===== src/rtl/div_arbiter.sv =====
// div_arbiter: shares one combinational divider between two requesters.
// Requests are taken over valid/ready, granted round-robin, and the divider
// operands are held in registers for SETTLE cycles before the result is
// captured and returned on the granted channel. Divide-by-zero is answered
// directly (quotient all ones, remainder = dividend, dbz set).
// Optional build macro: DIV_ARB_FIXED_PRIO_EN -- channel 0 always wins a tie
// and the round-robin pointer register is removed.
module div_arbiter #(
    parameter int WIDTH  = 8,
    parameter int SETTLE = 1
) (
    input  logic             clk,
    input  logic             rst,
    input  logic             req0_valid,
    output logic             req0_ready,
    input  logic [WIDTH-1:0] req0_q,
    input  logic [WIDTH-1:0] req0_b,
    input  logic             req1_valid,
    output logic             req1_ready,
    input  logic [WIDTH-1:0] req1_q,
    input  logic [WIDTH-1:0] req1_b,
    output logic             rsp0_valid,
    input  logic             rsp0_ready,
    output logic [WIDTH-1:0] rsp0_quotient,
    output logic [WIDTH-1:0] rsp0_remainder,
    output logic             rsp0_dbz,
    output logic             rsp1_valid,
    input  logic             rsp1_ready,
    output logic [WIDTH-1:0] rsp1_quotient,
    output logic [WIDTH-1:0] rsp1_remainder,
    output logic             rsp1_dbz,
    output logic [WIDTH-1:0] div_q,
    output logic [WIDTH-1:0] div_b,
    input  logic [WIDTH-1:0] div_quotient,
    input  logic [WIDTH-1:0] div_remainder
);

    typedef enum logic [1:0] {IDLE, BUSY, RESP} state_t;

    state_t           state, state_nxt;
    logic             id, id_nxt;
    logic [3:0]       cnt, cnt_nxt;
    logic [WIDTH-1:0] q_reg_nxt, b_reg_nxt;
    logic [WIDTH-1:0] res_quo, res_quo_nxt;
    logic [WIDTH-1:0] res_rem, res_rem_nxt;
    logic             res_dbz, res_dbz_nxt;
    logic             grant;
    logic             take;
    logic             done;
    logic [WIDTH-1:0] sel_q, sel_b;

`ifdef DIV_ARB_FIXED_PRIO_EN
    // Channel 0 has absolute priority; grant goes to 1 only when 0 is idle.
    always_comb begin
        grant = !req0_valid;
    end
`else
    logic ptr;  // last channel served; a tie goes to the other one

    // Round-robin grant: on a tie pick the channel not served last.
    always_comb begin
        grant = !req0_valid;
        if (req0_valid && req1_valid)
            grant = ~ptr;
    end

    // Pointer follows the channel whose response has just been consumed.
    always_ff @(posedge clk) begin
        if (rst)
            ptr <= 1'b1;
        else if (state == RESP && done)
            ptr <= id;
    end
`endif

    assign req0_ready = (state == IDLE) && req0_valid && !grant;
    assign req1_ready = (state == IDLE) && req1_valid && grant;
    assign take       = req0_ready || req1_ready;
    assign sel_q      = grant ? req1_q : req0_q;
    assign sel_b      = grant ? req1_b : req0_b;
    assign done       = id ? rsp1_ready : rsp0_ready;

    assign rsp0_valid     = (state == RESP) && !id;
    assign rsp1_valid     = (state == RESP) && id;
    assign rsp0_quotient  = res_quo;
    assign rsp0_remainder = res_rem;
    assign rsp0_dbz       = res_dbz;
    assign rsp1_quotient  = res_quo;
    assign rsp1_remainder = res_rem;
    assign rsp1_dbz       = res_dbz;

    // Next-state and register-load decisions for the IDLE/BUSY/RESP sequence.
    always_comb begin
        state_nxt   = state;
        id_nxt      = id;
        cnt_nxt     = cnt;
        q_reg_nxt   = div_q;
        b_reg_nxt   = div_b;
        res_quo_nxt = res_quo;
        res_rem_nxt = res_rem;
        res_dbz_nxt = res_dbz;
        case (state)
            IDLE: begin
                if (take) begin
                    id_nxt = grant;
                    if (sel_b != '0) begin
                        q_reg_nxt = sel_q;
                        b_reg_nxt = sel_b;
                        cnt_nxt   = 4'(SETTLE - 1);
                        state_nxt = BUSY;
                    end else begin
                        // Divider is bypassed; its operand registers keep old values.
                        res_quo_nxt = '1;
                        res_rem_nxt = sel_q;
                        res_dbz_nxt = 1'b1;
                        state_nxt   = RESP;
                    end
                end
            end
            BUSY: begin
                if (cnt == 4'd0) begin
                    res_quo_nxt = div_quotient;
                    res_rem_nxt = div_remainder;
                    res_dbz_nxt = 1'b0;
                    state_nxt   = RESP;
                end else begin
                    cnt_nxt = cnt - 4'd1;
                end
            end
            RESP: begin
                if (done)
                    state_nxt = IDLE;
            end
            default: state_nxt = IDLE;
        endcase
    end

    // State and datapath registers with synchronous reset.
    always_ff @(posedge clk) begin
        if (rst) begin
            state   <= IDLE;
            id      <= 1'b0;
            cnt     <= 4'd0;
            div_q   <= '0;
            div_b   <= '0;
            res_quo <= '0;
            res_rem <= '0;
            res_dbz <= 1'b0;
        end else begin
            state   <= state_nxt;
            id      <= id_nxt;
            cnt     <= cnt_nxt;
            div_q   <= q_reg_nxt;
            div_b   <= b_reg_nxt;
            res_quo <= res_quo_nxt;
            res_rem <= res_rem_nxt;
            res_dbz <= res_dbz_nxt;
        end
    end

endmodule


===== config.mk =====
export PLATFORM = sky130hd
export DESIGN_NAME = div_arbiter
export DESIGN_NICKNAME = d
export VERILOG_FILES = /design/src/rtl/div_arbiter.sv
export SDC_FILE = /design/constraint.sdc
export NUM_CORES = 1
export LEC_CHECK = 0
export ABC_CLOCK_PERIOD_IN_PS = 2700
export CORE_ASPECT_RATIO = 1.75
export CORE_MARGIN = 3
export CORE_UTILIZATION = 40
export DETAILED_ROUTE_END_ITERATION = 10
export PLACE_DENSITY = 0.83
export SLEW_MARGIN = 30
export SYNTH_ARGS = -nofsm -noshare
export SYNTH_HDL_FRONTEND = slang
export SYNTH_SLANG_ARGS = --single-unit

===== constraint.sdc =====
create_clock -name clk -period 2.7 [get_ports clk]
set_input_delay 0.54 -clock clk [delete_from_list [all_inputs] [get_ports clk]]
set_output_delay 0.54 -clock clk [all_outputs]
set_load 0.01 [all_outputs]

# ---- Word-level counts from Yosys, hierarchy flattened
# Cells that the tools add are included.
dict set report word_totals {
  regBits 41
  output_inout_bits 54
  elab_cells 65
}
dict set report op_classes {
  add_sub_neg 1
  n_eq_ne 8
  muxes 25
  n_bitwise 1
  reduce_logical 21
}
# operator count
set ops {}
lappend ops {{$mux W8} 8}
lappend ops {{$pmux W8 S2} 2}
lappend ops {{$mux W4} 3}
lappend ops {{$ne A2 B2 Y1 const B} 5}
lappend ops {{$logic_and A1 B1 Y1} 8}
lappend ops {{$mux W2} 4}
lappend ops {{$pmux W4 S2} 1}
lappend ops {{$reduce_and A4 Y1} 2}
lappend ops {{$reduce_bool A8 Y1} 1}
lappend ops {{$pmux W2 S3} 1}
lappend ops {{$reduce_and A3 Y1} 2}
lappend ops {{$mux W1} 5}
lappend ops {{$logic_not A4 Y1} 1}
lappend ops {{$sub A4 B1 Y4 const B} 1}
lappend ops {{$logic_not A1 Y1} 3}
lappend ops {{$eq A2 B1 Y1 const B} 1}
lappend ops {{$eq A2 B2 Y1 const B} 1}
lappend ops {{$logic_not A2 Y1} 1}
lappend ops {{$ne A2 B1 Y1 const B} 1}
lappend ops {{$pmux W1 S2} 1}
lappend ops {{$reduce_and A2 Y1} 1}
lappend ops {{$reduce_bool A2 Y1} 1}
lappend ops {{$logic_or A1 B1 Y1} 1}
lappend ops {{$not A1 Y1} 1}

# ---- Longest topological paths before layout
dict set report logic_depth {
  depth_word 7
  ltp_mapped 8
  depth_no_buf 7
}

# ---- Worst setup path after synthesis
# OpenSTA, ideal clock, no wires.
dict set report synth_path {
  path_type {input-to-output}
  start {input port req0_valid}
  end {output port req0_ready}
  t_arrival_ns 1.436
  t_required_ns 2.160
  setup_slack_ns 0.724
  path_stages 4
  path_buffers 2
  path_cell_list {clkbuf_1 -> nand2_1 -> buf_2 -> nor2_1}
}
dict set report synth_via {
  elab_chain_cells 4
}
# item line_no
set synth_rtl {}
lappend synth_rtl {{start, declared} 14} ;# input logic req0_valid,
lappend synth_rtl {{$logic_not A1 Y1 or $logic_and A1 B1 Y1 (tied branches)} {62, 63}}
lappend synth_rtl {{$mux W1} 63} ;# if (req0_valid && req1_valid)
lappend synth_rtl {{$logic_not A1 Y1} 76} ;# assign req0_ready = (state == IDLE) && req0_valid && !grant;
lappend synth_rtl {{$logic_and A1 B1 Y1 (*)} 76}
lappend synth_rtl {{end, declared} 15} ;# output logic req0_ready,
# Every way passes the cells marked *; elsewhere a longest branch is shown, timed or not.

# ---- Worst setup path in the final report
dict set report layout_path {
  start {input port req1_valid}
  end {output port req0_ready}
}
dict set report layout_via {
  elab_chain_cells 4
}
# item line_no
set layout_rtl {}
lappend layout_rtl {{start, declared} 18} ;# input logic req1_valid,
lappend layout_rtl {{$logic_and A1 B1 Y1} 63}
lappend layout_rtl {{$mux W1} 63}
lappend layout_rtl {{$logic_not A1 Y1} 76}
lappend layout_rtl {{$logic_and A1 B1 Y1} 76}
# No other way between the ends.

==> qor.txt <==
FF/Latch Area -> 820.8 sq um
commonest non-fill, non-tap cell in the layout -> clkdlybuf4s50_1
Worst Path Max Fanout -> 5
postcts setup bufs -> 0
Final Wtd Congestion -> 0.8566
EDFF count, synth -> 0
final slew viol count -> 0
R2R Setup Slk -> 0.68 ns
CTS max path bufs -> 2
Synth-to-Final Area Change -> 52.38%
Post-Route Skew -> 0.004524 ns
Synth Register Bits -> 41
min Tclk post-route -> 2.508 ns
hold buffer count at cts -> 0
gr usage total -> 17.89%
largest net degree at the start of global routing -> 35
YS warnings -> 0
Critical Path Most Common Cell -> clkdlybuf4s50_1
# diodes -> 0
Top FF cell, synth -> dfxtp_1
Avg Inst Size Synth -> 8.506 sq um
routed via count -> 2,060
maximum clock frequency -> 398.6 MHz
first-pass GRT wire length -> 8.604 mm
quantity of gates resized following cts -> 0
DRT Pass-1 Iters -> 4
share of cells above drive strength 1 -> 7.941%
DP HPWL -> 4.255 mm
setup violators final -> 0
hold path start -> div_q[1]$_SDFFE_PP0P_
Critical Path RT -> 2.16 ns
Total Neg Setup Slack -> 0 ns
MaxCap Viol Count -> 0
Detailed Route Iter0 Violations -> 51
Multi-input gate area -> 1096 sq um
worst path arrival time -> 1.97 ns
commonest non-fill, non-tap cells in the layout -> clkdlybuf4s50_1, nor2_1, dfxtp_1
H-Tree Depth -> 2
CP Class -> in2out
Final period util -> 92.91%
initial core utilization -> 42.16%
sequential fraction of the synthesis area -> 38.14%
Via density -> 5.228
PortBufs -> 107
capturing point of the worst reg2reg path -> rsp0_remainder[6]$_SDFFE_PP0P_
vias in the first global route -> 1,969
asr flop ratio synth -> 0%
RSZ-0062 raised after global routing -> false
TritonCTS buffer count -> 5
Peak supply drop -> 343.8 uV
Avg WL per Cell -> 13.96 microns
Worst path max stage delay -> 0.56 ns
antenna violations before repair -> 0
clock sink count -> 41
Setup crit end kind -> output pin
Clock Latency Late Sink -> 0.29 ns
Hold/Removal Path Class -> reg2reg
clock-pin transition on the worst setup and hold timing paths -> 0.07 ns
WL final -> 5.499 mm
post-route cell area -> 3279 sq um
final hold violations -> 0
clk root buf -> clkbuf_8
Top Family by Delay on Critical Path -> buffers and inverters
Leakage -> 1.281 nW
Syn Nets -> 309
result of the run -> complete, no violations
count of different cell masters after synthesis -> 37
worst flop-to-flop path startpoint -> cnt[0]$_SDFFE_PP0P_
GRT overflow -> 0
WP buf/inv -> 2
Hold Path Depth -> 2
Post-route DRC -> 0
Slew headroom -> 63.09%
die area -> 6331 sq um
post-synthesis cell area -> 2152 sq um
cell row count -> 34
Worst-Margin Slew -> 0.5537 ns
# IOs -> 108
FILL cells -> 433
Die Width -> 61.45 microns
FF-to-FF path depth -> 8
Synth Instances -> 253
Worst setup SP type -> input pin
DP Area -> 3163 sq um
CTS tree -> done
CORE AREA -> 5105 sq um
Max stage delay cell, worst path -> clkdlybuf4s50_1
Final nets -> 395
CP Cell Sequence -> clkdlybuf4s50_1 -> o21ai_0 -> nor2_1 -> clkdlybuf4s50_1
PD cells -> 592.5 nW/um^2
remaining antenna violation count -> 0
Die H -> 103.0 microns
hold endpoint -> div_q[1]$_SDFFE_PP0P_
[per-layer routing]
metal / global-route usage (%) / part of all wire (%)
met1: 19.48 / 39
met2: 32.54 / 53
met3: 4.261 / 5.4
met4: 6.209 / 2.0
met5: 0 / 0
[cells in the mapped netlist (2+ instances only)]
library cell / instances / area share, %
buf_4: 17 / 5.9
clkbuf_1: 12 / 2.1
a211o_1: 2 / 0.81
nand2b_1: 3 / 0.87
a21oi_1: 6 / 1.4
or3_1: 2 / 0.58
a211oi_1: 16 / 5.6
buf_2: 5 / 1.2
nor4_1: 4 / 1.2
nand3_1: 10 / 2.3
a311oi_1: 8 / 3.3
nor3b_1: 8 / 2.8
nor2b_1: 5 / 1.5
buf_6: 2 / 1.0
a21o_1: 8 / 2.8
a211oi_2: 8 / 4.7
nor3_1: 3 / 0.70
mux2i_1: 9 / 4.2
nor2_1: 48 / 8.4
ha_1: 2 / 1.2
o21a_1: 2 / 0.70
o31ai_1: 2 / 0.70
o21ai_0: 3 / 0.70
inv_1: 4 / 0.70
dfxtp_1: 41 / 38
nand2_1: 12 / 2.1
[metrics by stage]
step | hold slack (ns) | power (mW) | instances | util, % | setup slack (ns)
final | 0.4969 | 1.943 | 394 | 64.24 | 0.1915
after global routing | 0.5250 | 2.068 | 394 | 64.24 | 0.09362
after CTS | 0.5006 | 1.969 | 394 | 64.24 | 0.1796
after detailed placement | 0.4900 | 1.462 | 386 | 61.96 | 0.1876
after global placement | 0.4845 | 1.447 | 386 | 61.96 | 0.2307
after floorplan | 0.4793 | 1.140 | 253 | - | 0.7235
[how the worst max path moves through the flow]
stage,from,endpoint,slack (ns),cells past startpoint
2_1_floorplan,req0_valid,req0_ready,0.72,4
3_3_place_gp,req1_valid,req0_ready,0.23,4
3_5_place_dp,req1_valid,req0_ready,0.19,4
4_1_cts,req1_valid,req0_ready,0.18,4
5_1_grt,req1_valid,req0_ready,0.09,5
6_report,req1_valid,req0_ready,0.19,4
[state kept, by name, indices dropped and copies added, names as in the netlist]
register	flops
state	2
div_b	8
cnt	4
div_q	8
rsp0_dbz	1
rsp0_remainder	8
ptr	1
id	1
rsp0_quotient	8
[where the power goes]
| group | internal, mW | switching (mW) | total (mW) |
|---|---|---|---|
| clock | 0.301 | 0.200 | 0.501 |
| combinational | 0.389 | 0.312 | 0.701 |
| sequential | 0.687 | 0.0544 | 0.742 |
[worst register-to-register path: cells and delay by family, from the launching register on]
kind / cells / cell delay, ns
flops: 1 / 0.32
compound gates: 3 / 0.68
fa+ha+maj: 1 / 0.15
simple gates: 2 / 0.47
buf+inv: 2 / 0.30
[cells by family after synthesis]
family,after synthesis,share of synthesized area [%]
flip-flops,41,38.14
AO/OA/AOI/OAI,62,23.90
multiplexers,9,4.186
adder cells (fa/ha/maj),2,1.163
buffers and inverters,40,10.93
AND/OR/NAND/NOR,99,21.69
[layout make-up]
class,instances,share of cell area [%]
Timing Repair Buffer,115,35.48
Multi-Input combinational cell,172,33.42
Sequential cell,41,25.03
Clock buffer,7,2.633
Tap cell,54,2.060
Clock inverter,1,0.9157
Inverter,4,0.4578
No activity file was read; power rests on OpenSTA's default activity.
